File: src/rtl/prince_sbox_cms_compress.sv
// rtl/prince_sbox_cms_compress.sv - PRINCE CMS S-box share register + XOR compression, two-stage valid/ready pipe
module prince_sbox_cms_compress #(
    parameter int NBITS = 4,
    parameter int NEXP  = 8,
    parameter int NOUT  = 3
) (
    input  logic                   clk,
    input  logic                   rst_n,
    input  logic                   in_valid,
    output logic                   in_ready,
    input  logic [NBITS*NEXP-1:0]  in_shares,
    output logic                   out_valid,
    input  logic                   out_ready,
    output logic [NBITS*NOUT-1:0]  out_shares,
    output logic [1:0]             occupancy
);

    logic                   r_s1_valid;
    logic                   r_s2_valid;
    logic [NBITS*NEXP-1:0]  r_s1;
    logic [NBITS*NOUT-1:0]  r_s2;
    logic [NBITS*NOUT-1:0]  w_grp;
    logic                   w_s2_load;
    logic                   w_in_fire;

    assign w_s2_load = !r_s2_valid || out_ready;
    assign in_ready  = !r_s1_valid || w_s2_load;
    assign w_in_fire = in_valid && in_ready;

    // Stage 1 is the glitch barrier: every expanded share lands in its own flop
    // before any shares are combined.
    always_ff @(posedge clk or negedge rst_n) begin
        if (!rst_n) begin
            r_s1_valid <= 1'b0;
            r_s1       <= '0;
        end else begin
            r_s1_valid <= w_in_fire || (r_s1_valid && !w_s2_load);
            if (w_in_fire) begin
                r_s1 <= in_shares;
            end
        end
    end

    // Share k of each bit folds into compressed share k mod NOUT.
    always_comb begin
        w_grp = '0;
        for (int b = 0; b < NBITS; b++) begin
            for (int k = 0; k < NEXP; k++) begin
                w_grp[b*NOUT + (k % NOUT)] = w_grp[b*NOUT + (k % NOUT)] ^ r_s1[b*NEXP + k];
            end
        end
    end

    always_ff @(posedge clk or negedge rst_n) begin
        if (!rst_n) begin
            r_s2_valid <= 1'b0;
            r_s2       <= '0;
        end else begin
            r_s2_valid <= (r_s1_valid && w_s2_load) || (r_s2_valid && !out_ready);
            if (r_s1_valid && w_s2_load) begin
                r_s2 <= w_grp;
            end
        end
    end

    assign out_valid  = r_s2_valid;
    assign out_shares = r_s2;
    assign occupancy  = {1'b0, r_s1_valid} + {1'b0, r_s2_valid};

endmodule
File: config.mk
export PLATFORM = sky130hd
export DESIGN_NAME = prince_sbox_cms_compress
export DESIGN_NICKNAME = d
export VERILOG_FILES = /design/src/rtl/prince_sbox_cms_compress.sv
export SDC_FILE = /design/constraint.sdc
export NUM_CORES = 1
export LEC_CHECK = 0
export BUFFER_PORTS_ARGS = -buffer_cell sky130_fd_sc_hd__buf_2
export CORE_ASPECT_RATIO = 1.2
export CORE_UTILIZATION = 50
export DETAILED_ROUTE_END_ITERATION = 12
export GPL_TIMING_DRIVEN = 0
export HOLD_SLACK_MARGIN = 0.05
export PLACE_DENSITY = 0.86
export SETUP_SLACK_MARGIN = 0.5
export SLEW_MARGIN = 25
export SYNTH_ARGS = -nofsm -noshare
export SYNTH_HDL_FRONTEND = slang
export SYNTH_SLANG_ARGS = --single-unit
File: constraint.sdc
create_clock -name clk -period 3.65 [get_ports clk]
set_input_delay 0.1825 -clock clk [delete_from_list [all_inputs] [get_ports clk]]
set_output_delay 0.1825 -clock clk [all_outputs]
set_load 0.02 [all_outputs]
# Word-level counts from Yosys, hierarchy flattened
# Index checks and enable logic that the tools add are counted.
[totals]
register_bits = 46
out_inout_bits = 16
elab_cells = 37
[op_classes]
add_sub_neg = 1
n_bitwise = 20
reduce_logical = 12
[ops]
columns = ["cell", "count"]
rows = [
  ["bitwise XOR 1 bit", 20],
  ["logical AND 1 bit", 4],
  ["zero test 1 bit", 4],
  ["logical OR 1 bit", 4],
  ["adder 1 x 1 -> 2 bit", 1],
]

# Depth between registers and ports, before layout
[depth]
word_depth = 5
ltp_mapped = 4
ltp_nobuf = 3

# Worst setup path after synthesis
# OpenSTA, ideal clock, no wires.
[synth_timing]
path_type = "register to register"
start = "register r_s2_valid (netlist: out_valid)"
end = "register r_s1[10]"
setup_time_ps = 125
t_arrival_ps = 1278
path_slack_ps = 2247
path_stages_with_launch = 5
cell_sequence = "dfrtp_1 > nand3b_4 > nand2_4 > buf_6 > mux2_2"
[synth_between]
elab_chain_len = 4
[synth_rtl]
columns = ["element", "line", "text"]
rows = [
  ["start, declared", "19", "logic r_s2_valid;"],
  ["start signal, assigned", "59", "r_s2_valid <= (r_s1_valid && w_s2_load) || (r_s2_valid && !out_ready);"],
  ["zero test 1 bit", "26", "assign w_s2_load = !r_s2_valid || out_ready;"],
  ["logical OR 1 bit", "26", ""],
  ["logical OR 1 bit", "27", "assign in_ready = !r_s1_valid || w_s2_load;"],
  ["via in_ready", "10", "output logic in_ready,"],
  ["logical AND 1 bit", "28", "assign w_in_fire = in_valid && in_ready;"],
  ["end signal, assigned", "39", "r_s1 <= in_shares;"],
  ["end, declared", "20", "logic [NBITS*NEXP-1:0] r_s1;"],
]
# The timed path passes the listed nets, and every way through them passes these cells.
# A chain may end at the register's enable or synchronous reset.

# Final worst setup path
[layout_timing]
start = "register r_s2_valid (netlist: out_valid)"
end = "output occupancy[0]"
[layout_between]
elab_chain_len = 1
[layout_rtl]
columns = ["element", "line", "text"]
rows = [
  ["adder 1 x 1 -> 2 bit", "68", "assign occupancy = {1'b0, r_s1_valid} + {1'b0, r_s2_valid};"],
  ["end, declared", "15", "output logic [1:0] occupancy"],
]
# Every way passes these cells.

==> out/qor.csv <==
metric;value;unit
status;finished, final reports clean;
synth-to-layout area growth;21.5;%
Worst-Skew Late Latency;0.29;ns
Synth area leaders;dfrtp_1 58%, mux2_2 19%, mux2_4 7.6%;
Setup CP Type;register to output port;
vias in the first global route;1285;
FF-to-FF setup slack;2.32;ns
worst-margin pin slew;0.560;ns
Critical Path RT;3.47;ns
htree depth;2;
Core Util, Final;0.650;
Clock Sinks;46;
Max FO, Critical Path;4;
Setup violations, final;0;
chip width;59.4;um
post-CTS setup buffers;0;
endpoints failing hold;0;
first-pass GRT wire length;5.59;mm
Routed WL per cell;14.3;um
Syn. warnings;0;
Crit. End Element;output port;
Critical Path Start Type;register;
Detail Route Antenna Nets;0;
RSZ-0062 raised after global routing;no;
clock root cell;clkbuf_8;
Site Rows;24;
library cells used by synthesis;13;
gr ovfl total;0;
Post-DP HPWL;2.52;mm
register area share after synthesis;0.582;
DIE HEIGHT;70.9;um
Clock Skew;0.00589;ns
post-synthesis cell area;1980;um2
Final Cycle Share;0.375;
sum of negative setup slack;0;ns
main flop type after synthesis;dfrtp_1;
clock slew seen by the registers of the worst setup and hold paths;0.07;ns
most frequent cell after synthesis;dfrtp_1;
Post-Syn Area per Cell;16.3;um2
layout net count;217;
Yosys top cell area share;0.582;
Post-synth EDFFs;0;
die area;4210;um2
PwrDens;594;nW/um2
drt first-iter violations;23;
final WL;3.34;mm
vias per cell;4.91;
Cell Area, Placed;2300;um2
number of port buffers;51;
area leader, netlist;dfrtp_1;
# IOs;52;
leading cell types by count after synthesis;46 x dfrtp_1, 34 x mux2_2, 16 x xnor2_1;
Final Instance Area;2400;um2
All-Layer GR Usage;0.180;
total CTS buffers;5;
Synth Instances;121;
vias;1144;
DRC violations left;0;
CTS Buffer Depth;2;
layout cell share with drive strength beyond 1;0.597;
initial core utilization;0.535;
drt first pass iters;4;
Yosys reg bits;46;
minimum clock period;1.37;ns
hold crit path type;primary input to register;
Slew Limit Fails;0;
post-cts sizing count;0;
Core Region;3690;um2
largest net degree at the start of global routing;47;
initial antenna violation count;0;
CTS tree;built;
total of max-cap violations;0;
asr flop ratio synth;1.00;
VDD IR max;0.314;mV
syn nets;158;
GP Congestion;0.820;
Fillers;299;
Peak Freq;0.730;GHz
Slew headroom;0.627;
area of the multi-input gates;777;um2
cts hold-fix bufs;0;
leak pwr;1.13;nW
n_diodes;0;
Worst Path Arrival;1.19;ns
hold path depth;2;
Worst R2R Path Depth;4;
FF+latch area;1150;um2
-- layer usage --
layer	track usage	wire [um]	vias to the layer above
met5	0	0	-
met4	0.0688	55	0
met3	0.0494	176	9
met2	0.322	1790	43
met1	0.198	1320	567
li1	-	-	525
-- flip-flops by register name, indices dropped and copies added (netlist names) --
register,flops
out_valid,1
out_shares,12
r_s1_valid,1
r_s1,32
-- stage by stage --
step | hold WS (ns) | setup slack (ns) | cells | total power, mW
floorplan | -0.113 | 2.25 | 121 | 0.995
global placement | 0.359 | 2.36 | 224 | 1.11
detailed placement | 0.396 | 2.32 | 224 | 1.14
CTS | 0.0765 | 2.27 | 232 | 1.44
global route | 0.113 | 2.22 | 233 | 1.51
finish | 0.120 | 2.28 | 233 | 1.43
-- power breakdown --
| part | switching [mW] | total [mW] | internal, mW | leakage, nW |
|---|---|---|---|---|
| Clock | 0.151 | 0.304 | 0.153 | 0.0482 |
| Sequential | 0.0687 | 0.696 | 0.627 | 0.535 |
| Combinational | 0.205 | 0.426 | 0.222 | 0.542 |
-- critical path, cell delays in order, from the launching register on --
cell and delay [ns]:
dfrtp_1 0.44, ha_1 0.30, buf_2 0.16
-- path summary, 6_finish.rpt --
check	from	end
setup reg to reg	out_valid	out_shares[7]
setup / recovery	out_valid	occupancy[0]
hold / removal	in_shares[3]	r_s1[3]
max in group asynchronous	rst_n	r_s1[17]
min in group asynchronous	rst_n	r_s1[28]
hold reg to reg	out_shares[11]	out_shares[11]
-- kinds of logic after synthesis --
group                      Yosys count  synth area share
DFF                                 46             0.582
muxes                               44             0.270
xor gates and xnor gates            20            0.0886
and+or+nand+nor                      6            0.0285
buffers and inverters                4            0.0247
adders and majority gates            1           0.00633
-- area by class of cell --
class | instances | area share
flip-flops and latches | 46 | 0.479
plain buffers | 4 | 0.0203
well taps | 52 | 0.0271
repair buffers | 52 | 0.112
clock buffers | 7 | 0.0360
multi-input cells | 71 | 0.324
clock inverters | 1 | 0.00208
-- layout by cell type, fill, tap and decap left out --
cell type / synthesis / routed
xor2_1: 4 / 4
nand2b_1: 1 / 1
buf_6: 3 / 3
nand3b_4: 1 / 1
ha_1: 1 / 1
clkinv_2: 0 / 1
buf_2: 0 / 50
dlygate4sd3_1: 0 / 1
clkbuf_8: 0 / 6
clkbuf_1: 0 / 1
mux2_4: 10 / 10
buf_8: 1 / 1
nand2_1: 1 / 1
or2b_1: 2 / 2
dfrtp_1: 46 / 46
mux2_2: 34 / 34
xnor2_1: 16 / 16
nand2_4: 1 / 1
buf_4: 0 / 1
Note: power is estimated with default switching activity, not from simulation.
